[config.mk]
export PLATFORM = sky130hd
export DESIGN_NAME = ig_sched_flat
export DESIGN_NICKNAME = d
export VERILOG_FILES = /design/src/rtl/ig_pkg.sv /design/src/rtl/ig_sched_if.sv /design/src/rtl/ig_grad_calc.sv /design/src/rtl/ig_sched.sv /design/src/flat_wrapper.sv
export SDC_FILE = /design/constraint.sdc
export NUM_CORES = 1
export LEC_CHECK = 0
export ABC_AREA = 1
export BUFFER_PORTS_ARGS = -buffer_cell sky130_fd_sc_hd__buf_2
export CELL_PAD_IN_SITES_DETAIL_PLACEMENT = 1
export CELL_PAD_IN_SITES_GLOBAL_PLACEMENT = 1
export CORE_UTILIZATION = 49
export CTS_BUF_LIST = sky130_fd_sc_hd__clkbuf_8
export CTS_CLUSTER_SIZE = 8
export DETAILED_ROUTE_END_ITERATION = 8
export GPL_TIMING_DRIVEN = 0
export PLACE_DENSITY_LB_ADDON = 0.1
export SLEW_MARGIN = 30
export SYNTH_ARGS = -nofsm -noshare
export SYNTH_HDL_FRONTEND = slang
export SYNTH_SLANG_ARGS = --single-unit
[constraint.sdc]
create_clock -name clk -period 8.7 [get_ports clk]
set_input_delay 1.74 -clock clk [delete_from_list [all_inputs] [get_ports clk]]
set_output_delay 1.74 -clock clk [all_outputs]
set_load 0.01 [all_outputs]
[src/rtl/ig_pkg.sv]
`default_nettype none
// ----------------------------------------------------------------
// ig_pkg - shared types and helpers for the image-gradient datapath
// Rev 1.0
// ----------------------------------------------------------------
package ig_pkg;

  localparam int GRAD_W    = 20;
  localparam int GX_W      = 10;
  localparam int IMG_W_DEF = 256;
  localparam int IMG_H_DEF = 256;

  typedef enum logic [2:0] {
    S_IDLE  = 3'd0,
    S_ROW_C = 3'd1,
    S_RD_R  = 3'd2,
    S_RD_D  = 3'd3,
    S_FLUSH = 3'd4,
    S_DONE  = 3'd5
  } state_e;

  function automatic logic [GRAD_W-1:0] pack_grad(input logic [GX_W-1:0] gx,
                                                  input logic [GX_W-1:0] gy);
    return {gx, gy};
  endfunction

endpackage
`default_nettype wire

[src/rtl/ig_sched_if.sv]
`default_nettype none
// ----------------------------------------------------------------
// ig_sched_if - start/busy/done handshake plus image/gradient memory ports
// Rev 1.0
// ----------------------------------------------------------------
interface ig_sched_if #(
  parameter int ADDR_W = 16
) ();
  import ig_pkg::*;

  logic              start;
  logic              busy;
  logic              done;
  logic              img_rd;
  logic [ADDR_W-1:0] img_addr;
  logic [7:0]        img_di;
  logic              grad_wr;
  logic [ADDR_W-1:0] grad_addr;
  logic [GRAD_W-1:0] grad_do;

  modport master (
    input  start, img_di,
    output busy, done, img_rd, img_addr, grad_wr, grad_addr, grad_do
  );

  modport slave (
    output start, img_di,
    input  busy, done, img_rd, img_addr, grad_wr, grad_addr, grad_do
  );

endinterface
`default_nettype wire

[src/rtl/ig_grad_calc.sv]
`default_nettype none
// ----------------------------------------------------------------
// ig_grad_calc - combinational forward differences r-c and d-c, packed
// Rev 1.0
// ----------------------------------------------------------------
module ig_grad_calc
  import ig_pkg::*;
(
  input  wire  [7:0]        c_i,
  input  wire  [7:0]        r_i,
  input  wire  [7:0]        d_i,
  output logic [GRAD_W-1:0] grad_o
);

  logic [GX_W-1:0] gx;
  logic [GX_W-1:0] gy;

  // Zero-extend to 10 bits so the difference wraps into two's complement.
  assign gx     = {2'b00, r_i} - {2'b00, c_i};
  assign gy     = {2'b00, d_i} - {2'b00, c_i};
  assign grad_o = pack_grad(gx, gy);

endmodule
`default_nettype wire

[src/rtl/ig_sched.sv]
`default_nettype none
// ----------------------------------------------------------------
// ig_sched - raster-scan read sequencer and gradient writer
// Rev 1.0
// ----------------------------------------------------------------
module ig_sched
  import ig_pkg::*;
#(
  parameter int IMG_W  = IMG_W_DEF,
  parameter int IMG_H  = IMG_H_DEF,
  parameter int ADDR_W = 16
) (
  input wire         clk,
  input wire         reset,
  ig_sched_if.master bus
);

  localparam logic [ADDR_W-1:0] X_LAST   = ADDR_W'(IMG_W - 2);
  localparam logic [ADDR_W-1:0] Y_LAST   = ADDR_W'(IMG_H - 2);
  localparam logic [ADDR_W-1:0] ROW_STEP = ADDR_W'(IMG_W);
  localparam logic [ADDR_W-1:0] ONE      = ADDR_W'(1);
  localparam logic [ADDR_W-1:0] TWO      = ADDR_W'(2);

  state_e            state_q;
  logic [ADDR_W-1:0] x_q, y_q;
  logic [ADDR_W-1:0] row0_q, row1_q;
  logic [ADDR_W-1:0] img_addr_q, grad_addr_q;
  logic              busy_q, done_q, img_rd_q;
  logic              cap_c_q, cap_r_q, wr_pend_q;
  logic [7:0]        c_q, r_q;
  logic [GRAD_W-1:0] grad_hold_q;
  logic [GRAD_W-1:0] grad_calc;

  ig_grad_calc u_calc (
    .c_i    (c_q),
    .r_i    (r_q),
    .d_i    (bus.img_di),
    .grad_o (grad_calc)
  );

  always_ff @(posedge clk or negedge reset) begin
    if (!reset) begin
      state_q     <= S_IDLE;
      x_q         <= '0;
      y_q         <= '0;
      row0_q      <= '0;
      row1_q      <= '0;
      img_addr_q  <= '0;
      grad_addr_q <= '0;
      busy_q      <= 1'b0;
      done_q      <= 1'b0;
      img_rd_q    <= 1'b0;
      cap_c_q     <= 1'b0;
      cap_r_q     <= 1'b0;
      wr_pend_q   <= 1'b0;
      c_q         <= '0;
      r_q         <= '0;
      grad_hold_q <= '0;
    end else begin
      // Capture flags mark the one cycle in which img_di carries the
      // pixel requested by the previous read.
      cap_c_q   <= 1'b0;
      cap_r_q   <= 1'b0;
      wr_pend_q <= 1'b0;
      if (cap_c_q) c_q <= bus.img_di;
      if (cap_r_q) r_q <= bus.img_di;
      if (wr_pend_q) begin
        c_q         <= r_q;
        grad_hold_q <= grad_calc;
      end

      case (state_q)
        S_IDLE, S_DONE: begin
          if (bus.start) begin
            x_q        <= '0;
            y_q        <= '0;
            row0_q     <= '0;
            row1_q     <= ROW_STEP;
            busy_q     <= 1'b1;
            done_q     <= 1'b0;
            img_rd_q   <= 1'b1;
            img_addr_q <= '0;
            state_q    <= S_ROW_C;
          end
        end
        S_ROW_C: begin
          cap_c_q    <= 1'b1;
          img_addr_q <= row0_q + x_q + ONE;
          state_q    <= S_RD_R;
        end
        S_RD_R: begin
          cap_r_q    <= 1'b1;
          img_addr_q <= row1_q + x_q;
          state_q    <= S_RD_D;
        end
        S_RD_D: begin
          wr_pend_q   <= 1'b1;
          grad_addr_q <= row0_q + x_q;
          if (x_q < X_LAST) begin
            x_q        <= x_q + ONE;
            img_addr_q <= row0_q + x_q + TWO;
            state_q    <= S_RD_R;
          end else if (y_q < Y_LAST) begin
            x_q        <= '0;
            y_q        <= y_q + ONE;
            row0_q     <= row1_q;
            row1_q     <= row1_q + ROW_STEP;
            img_addr_q <= row1_q;
            state_q    <= S_ROW_C;
          end else begin
            img_rd_q <= 1'b0;
            state_q  <= S_FLUSH;
          end
        end
        S_FLUSH: begin
          busy_q  <= 1'b0;
          done_q  <= 1'b1;
          state_q <= S_DONE;
        end
        default: state_q <= S_IDLE;
      endcase
    end
  end

  assign bus.busy      = busy_q;
  assign bus.done      = done_q;
  assign bus.img_rd    = img_rd_q;
  assign bus.img_addr  = img_addr_q;
  assign bus.grad_wr   = wr_pend_q;
  assign bus.grad_addr = grad_addr_q;
  // Outside the write cycle the last written word is held stable.
  assign bus.grad_do   = wr_pend_q ? grad_calc : grad_hold_q;

endmodule
`default_nettype wire
[src/flat_wrapper.sv]
// flat-port wrapper written by rule: the top's interface ports become plain ports
module ig_sched_flat import ig_pkg::*;
#(
  parameter int IMG_W  = IMG_W_DEF,
  parameter int IMG_H  = IMG_H_DEF,
  parameter int ADDR_W = 16
)
  (clk, reset, bus_start, bus_img_di, bus_busy, bus_done, bus_img_rd, bus_img_addr, bus_grad_wr, bus_grad_addr, bus_grad_do);
  ig_sched_if #(.ADDR_W(ADDR_W)) bus_i ();
  input wire clk;
  input wire reset;
  input wire logic [$bits(bus_i.start)-1:0] bus_start;
  input wire logic [$bits(bus_i.img_di)-1:0] bus_img_di;
  output wire logic [$bits(bus_i.busy)-1:0] bus_busy;
  output wire logic [$bits(bus_i.done)-1:0] bus_done;
  output wire logic [$bits(bus_i.img_rd)-1:0] bus_img_rd;
  output wire logic [$bits(bus_i.img_addr)-1:0] bus_img_addr;
  output wire logic [$bits(bus_i.grad_wr)-1:0] bus_grad_wr;
  output wire logic [$bits(bus_i.grad_addr)-1:0] bus_grad_addr;
  output wire logic [$bits(bus_i.grad_do)-1:0] bus_grad_do;
  assign bus_i.start = bus_start;
  assign bus_i.img_di = bus_img_di;
  assign bus_busy = bus_i.busy;
  assign bus_done = bus_i.done;
  assign bus_img_rd = bus_i.img_rd;
  assign bus_img_addr = bus_i.img_addr;
  assign bus_grad_wr = bus_i.grad_wr;
  assign bus_grad_addr = bus_i.grad_addr;
  assign bus_grad_do = bus_i.grad_do;
  ig_sched #(.IMG_W(IMG_W), .IMG_H(IMG_H), .ADDR_W(ADDR_W)) u_core (.clk(clk), .reset(reset), .bus(bus_i));
endmodule
==> results of run 1 <==
[worst paths after layout]
| path | start | endpoint | slack (ps) |
|---|---|---|---|
| worst max-delay path | bus_img_di[0] | bus_grad_do[8] | 2910 |
| worst min-delay path | u_core.y_q[10] | u_core.y_q[10] | 470 |
| worst max register to register | u_core.row0_q[7] | u_core.bus.img_addr[15] | 5260 |
| worst min register to register | u_core.y_q[10] | u_core.y_q[10] | 470 |
| max in group asynchronous | reset | u_core.row1_q[12] | 6770 |
| min in group asynchronous | reset | u_core.bus.img_addr[5] | 1240 |
[layer usage]
metal,up-vias,share of wire
met2,160,0.47
li1,3543,-
met5,-,0
met3,36,0.042
met1,3545,0.47
met4,0,0.019
[critical path: stages]
cell and delay, ps:
buf_2 90, inv_1 50, ha_1 230, fa_1 430
o31ai_1 360, and2_1 230, nor2_1 50, nor2_1 90
nor2_1 70, o21ai_0 250, a211o_1 220, nand2_1 90
buf_2 150
[final cells by class]
type | instances | area [um2] | share of cell area
Multi-Input combinational cell | 739 | 3930 | 0.447
Sequential cell | 126 | 3150 | 0.359
Inverter | 150 | 563 | 0.0641
Timing Repair Buffer | 67 | 368 | 0.0419
Tap cell | 211 | 264 | 0.0300
Clock buffer | 19 | 262 | 0.0298
Clock inverter | 13 | 163 | 0.0185
Buffer | 19 | 88.8 | 0.0101
[power groups by stage]
| stage | clock [uW] | combinational [uW] | sequential (uW) |
|---|---|---|---|
| 2_1_floorplan | 0 | 687 | 818 |
| 3_3_place_gp | 0 | 1020 | 827 |
| 3_5_place_dp | 0 | 1060 | 835 |
| 4_1_cts | 566 | 1090 | 827 |
| 5_1_grt | 587 | 1200 | 841 |
| 6_report | 553 | 1090 | 827 |
[per-stage QoR]
stage	hold WS [ps]	cell area [um2]	instances	setup slack, ps
after floorplan	437	7730	1034	3530
after CTS	478	8790	1344	2940
after global routing	504	8790	1344	2740
final	472	8790	1344	2910
after detailed placement	458	8360	1312	3030
after global placement	451	8330	1311	3100
[synthesized netlist by cell type (7+ instances only)]
library cell  count  area, um2
clkbuf_1         13       48.8
nor3_1            9       45.0
nor2_1           80        300
nand2_2          15       93.8
a21oi_1          60        300
nand2_1         288       1080
ha_1             43        538
xor2_1            7       61.3
dfrtp_1         126       3150
o22ai_1           8       50.1
o31ai_1           9       67.6
nor2_2            8       50.1
inv_1           141        529
nand3_1          63        315
nand4_1          17        106
o21ai_0          73        365
[flip-flops by register name (all words and copies together), names as in the netlist, 9 cells and up]
register and cells:
u_core.bus.img_addr 16, u_core.y_q 16, u_core.x_q 16, u_core.row0_q 9, u_core.bus.grad_addr 16, u_core.grad_hold_q 20
[layout by cell type (no fill, tap or decap), types with 5 or more instances in the layout]
cell / synthesis / layout
nor3_1: 9 / 9
a21oi_1: 60 / 60
o31ai_1: 9 / 9
ha_1: 43 / 43
o21ai_0: 73 / 73
buf_2: 2 / 67
nor2_1: 80 / 80
inv_1: 141 / 141
clkbuf_8: 0 / 19
nand2_2: 15 / 15
o2111ai_1: 6 / 6
clkbuf_1: 13 / 13
inv_2: 6 / 6
dfrtp_1: 126 / 126
xor2_1: 7 / 7
nand2_1: 288 / 288
o22ai_1: 8 / 8
nand4_1: 17 / 17
nor2_2: 8 / 8
nor2_4: 5 / 5
nand3_1: 63 / 63
o21a_1: 6 / 6
[cell families (layout without fill, tap and decap cells)]
family	Yosys count	after routing	share of synthesized area
buf+inv	169	268	0.0843
compound gates	178	178	0.128
xor+xnor	12	12	0.0146
simple gates	503	503	0.287
fa+ha+maj	46	46	0.0774
flops	126	126	0.408
==> summary.txt, run 1 <==
Pwr
  – Total power: about 2500 uW
  – Sequential power share: 0.335
  – Clock share of power: 0.224
  – Pleak: 0.00464 uW
  – Switch share: 0.440
  – Logic pwr share: 0.441
  – Sw power: 1090 uW
  – Internal Power: 1380 uW
  – Pwr/cell area: between 200 and 300 nW/um2
  – VDD IR max: 187 uV

Drt
  – DRC Markers: 0
  – Detailed Route WL: 23.6 mm
  – Initial DRC Count: 374
  – Antenna Nets Post-Route: 0
  – 1st-pass router iterations: 4
  – Drt wl/cell: 17.6 um
  – Via count: roughly 7.3k
  – Via density: 5.42

Layout
  – Fin util: 0.574
  – Filler Cell Count: 2020
  – Antenna Cells: 0
  – Synth-to-Final Area Change: 13.7%
  – Share of cells above drive strength 1: 0.133
  – Final nets: 1177

Timing
  – Final period util: 0.665
  – Slew margin rel.: 0.458
  – Setup TNS: 0 ps
  – Final-report hold violation count: 0
  – # setup viols final: 0
  – Least-Margin Pin Slew: 811 ps
  – Final Skew: 26.5 ps
  – RSZ-0062 raised after global routing: no
  – Max Slew Vio Count: 0
  – Fmax: 173 MHz
  – Minimum clock period: ~5800 ps

Global route
  – Grt ovf: 0
  – M1 GR Usage: 0.417
  – Top Usage Layer GRT: met2
  – Met2 Usage GRT: 0.507
  – Vias in the first global route: around 7.6k
  – Antenna violations before repair: 0
  – Largest net degree at the start of global routing: 74
  – GR met3 Demand/Resource: 0.0486
  – Tot GR Track Use: 0.309
  – First-pass GRT wire length: around 39 mm

Placement
  – Placed wire-length estimate: 17.8 mm
  – PortBufs: 66
  – Gpl congestion: 0.846

Synthesis
  – Mapped cell area: just under 8000 um2
  – Yosys cell types: 47
  – Syn_nets: between 1k and 1.5k
  – Synth warn: 0
  – Syn_area_per_cell: 7.48 um2
  – EDFF count, synth: 0
  – Synth async-reset ratio: 1.00
  – Seq/Total Area, Yosys: 0.408
  – Prevailing post-synth register cell: dfrtp_1
  – Yosys reg bits: 126
  – Cell count after synthesis: 1034

Setup path
  – WP data required: 6960 ps
  – Crit-path max FO: 2
  – Critical path type: in -> out
  – R2R depth: 16
  – Startpoint types: primary input
  – CP Data Arrival Time: 4050 ps
  – Crit. End Element: primary output

Worst hold path
  – Worst Hold Class: reg -> reg
  – Hold depth: 2

Clocking
  – Clock Latency Late Sink: 470 ps
  – H-Tree Depth: 4
  – Post-CTS Resized: 0
  – CTS Hold Bufs: 0
  – CTS Buffer Depth: 2
  – CTS clk-pin slew, worst paths: about 80 ps
  – CTS tree: yes
  – Post-CTS Setup Bufs: 0
  – Inserted Clock Buffers: 17
  – CTS sink cnt: 126
  – Clk root buf: clkbuf_8

Floorplan
  – Core Rows: 45
  – Starting density of the core: 0.505
  – IO Count: 67
  – Die span in x: 128 um
  – Die area: between 15000 and 20000 um2
  – Die height: 128 um
  – Core area: 15300 um2

Run status
  – Outcome: finished clean

Flow run
  – Max-cap violation count: 0
(Power assumes the default switching activity.)
==> inputs of run 2 (changes only) <==
CORE_UTILIZATION = 41   (was 49)
clock period = 4.8 ns   (was 8.7 ns; I/O delays follow)
==> summary.txt, run 2 (synthesized netlist as in run 1, its figures left out) <==
Clocking
  – Post-CTS Resized: 0
  – Clk root buf: clkbuf_8
  – CTS Hold Bufs: 0
  – CTS tree: yes
  – H-Tree Depth: 4
  – CTS Buffer Depth: 2
  – Clock Latency Late Sink: 460 ps
  – CTS clk-pin slew, worst paths: 90 ps
  – Post-CTS Setup Bufs: 0
  – CTS sink cnt: 126
  – Inserted Clock Buffers: 17

Floorplan
  – Core Rows: 49
  – Die span in x: between 100 and 150 um
  – Die height: approximately 140 um
  – Starting density of the core: 0.425
  – Core area: 18200 um2
  – Die area: 19400 um2
  – IO Count: 67

Global route
  – Antenna violations before repair: 0
  – Vias in the first global route: 7222
  – First-pass GRT wire length: about 38 mm
  – Tot GR Track Use: 0.250
  – Grt ovf: 0
  – Largest net degree at the start of global routing: 86

Setup path
  – Crit. End Element: primary output
  – Crit-path max FO: 2
  – Startpoint types: primary input
  – WP data required: between 3000 and 4000 ps
  – CP Data Arrival Time: 3110 ps
  – Critical path type: in -> out

Placement
  – Placed inst area: around 8400 um2
  – Place WS: 740 ps
  – Placed wire-length estimate: 18.0 mm
  – PortBufs: 66
  – Gpl congestion: 0.867

Drt
  – Detailed Route WL: 22.8 mm
  – DRC Markers: 0
  – Via count: 7091
  – Initial DRC Count: 341
  – Drt wl/cell: ~17 um
  – 1st-pass router iterations: 5
  – Antenna Nets Post-Route: 0
  – Via density: 5.21

Timing
  – Slew margin rel.: 0.478
  – Final period util: 0.847
  – Least-Margin Pin Slew: between 700 and 800 ps
  – # setup viols final: 0
  – RSZ-0062 raised after global routing: no
  – Minimum clock period: 4070 ps
  – Fmax: 246 MHz
  – Final-report hold violation count: 0
  – Setup TNS: 0 ps
  – Final Skew: 18.9 ps
  – Post-route setup slack: 733 ps
  – Max Slew Vio Count: 0

Layout
  – Largest reg by FF count: u_core.grad_hold_q
  – Fin util: 0.483
  – Antenna Cells: 0
  – Most common cell after layout, fill and taps aside: nand2_1
  – Final instance area: approximately 9000 um2
  – Final nets: 1177
  – Synth-to-Final Area Change: 13.8%
  – Share of cells above drive strength 1: 0.133
  – Most frequent cells in the layout: 288 x nand2_1, 141 x inv_1, 126 x dfrtp_1
  – Largest register FFs: 20

Pwr
  – Sw power: 1940 uW
  – Switch share: 0.439
  – Pleak: 0.00464 uW
  – Total power: 4430 uW
  – Sequential power share: 0.337
  – VDD IR max: roughly 210 uV
  – Logic pwr share: 0.437
  – Pwr/cell area: 503 nW/um2
  – Internal Power: 2490 uW
  – Clock share of power: 0.226

Run status
  – Outcome: finished clean

Worst hold path
  – Worst Hold Class: in -> async

Flow run
  – Max-cap violation count: 0
[run 2: cell count changes in the layout (fill, tap and decap cells not counted)]
| cell | before | now |
|---|---|---|
| clkbuf_8 | 19 | 18 |
| clkinv_2 | 3 | 5 |
| clkinvlp_4 | 3 | 2 |
[run 2: critical path, stage by stage]
cell     delay (ps)
buf_2            90
inv_1            50
ha_1            220
fa_1            430
o31ai_1         350
and2_1          230
nor2_1           60
nor2_1           90
nor2_1           70
o21ai_0         170
a211o_1         190
nand2_1          80
buf_2           140
[run 2: path summary, 6_finish.rpt]
path | slack (ps) | depth (start not counted) | start | end
worst max-delay path | 730 | 13 | bus_img_di[0] | bus_grad_do[9]
worst min-delay path | 380 | 1 | reset | u_core.bus.img_addr[6]
worst max register to register | 1450 | 16 | u_core.row0_q[7] | u_core.bus.img_addr[15]
worst min register to register | 470 | 2 | u_core.y_q[10] | u_core.y_q[10]
max in group asynchronous | 3680 | 2 | reset | u_core.row0_q[13]
min in group clk | 470 | 2 | u_core.y_q[10] | u_core.y_q[10]
[run 2: power groups by stage]
stage	Clock, uW	Sequential [uW]	Combinational, uW
6_report	1000	1490	1930
5_1_grt	1070	1530	2160
4_1_cts	1030	1490	1950
3_5_place_dp	0	1510	1940
3_3_place_gp	0	1500	1890
2_1_floorplan	0	1480	1250
[run 2: per-layer routing]
| layer | vias to the layer above | share of wire | wire length [um] | GRT usage |
|---|---|---|---|---|
| met5 | - | 0 | 0 | 0 |
| met3 | 14 | 0.033 | 754 | 0.0354 |
| met2 | 114 | 0.44 | 9990 | 0.389 |
| li1 | 3547 | - | - | - |
| met1 | 3416 | 0.52 | 11800 | 0.364 |
| met4 | 0 | 0.010 | 228 | 0.0661 |
[run 2: metrics by stage]
step           hold slack (ps)  std cells
6_report                   379       1362
5_1_grt                    379       1362
4_1_cts                    367       1362
3_5_place_dp               454       1330
3_3_place_gp               450       1329
2_1_floorplan              437       1034
[run 2: layout make-up]
| class | instances | area [um2] |
|---|---|---|
| Clock buffer | 18 | 248 |
| Tap cell | 229 | 287 |
| Timing Repair Buffer | 67 | 368 |
| Clock inverter | 14 | 165 |
| Buffer | 19 | 88.8 |
| Multi-Input combinational cell | 739 | 3930 |
| Inverter | 150 | 563 |
| Fill cell | 2339 | 9410 |
| Sequential cell | 126 | 3150 |
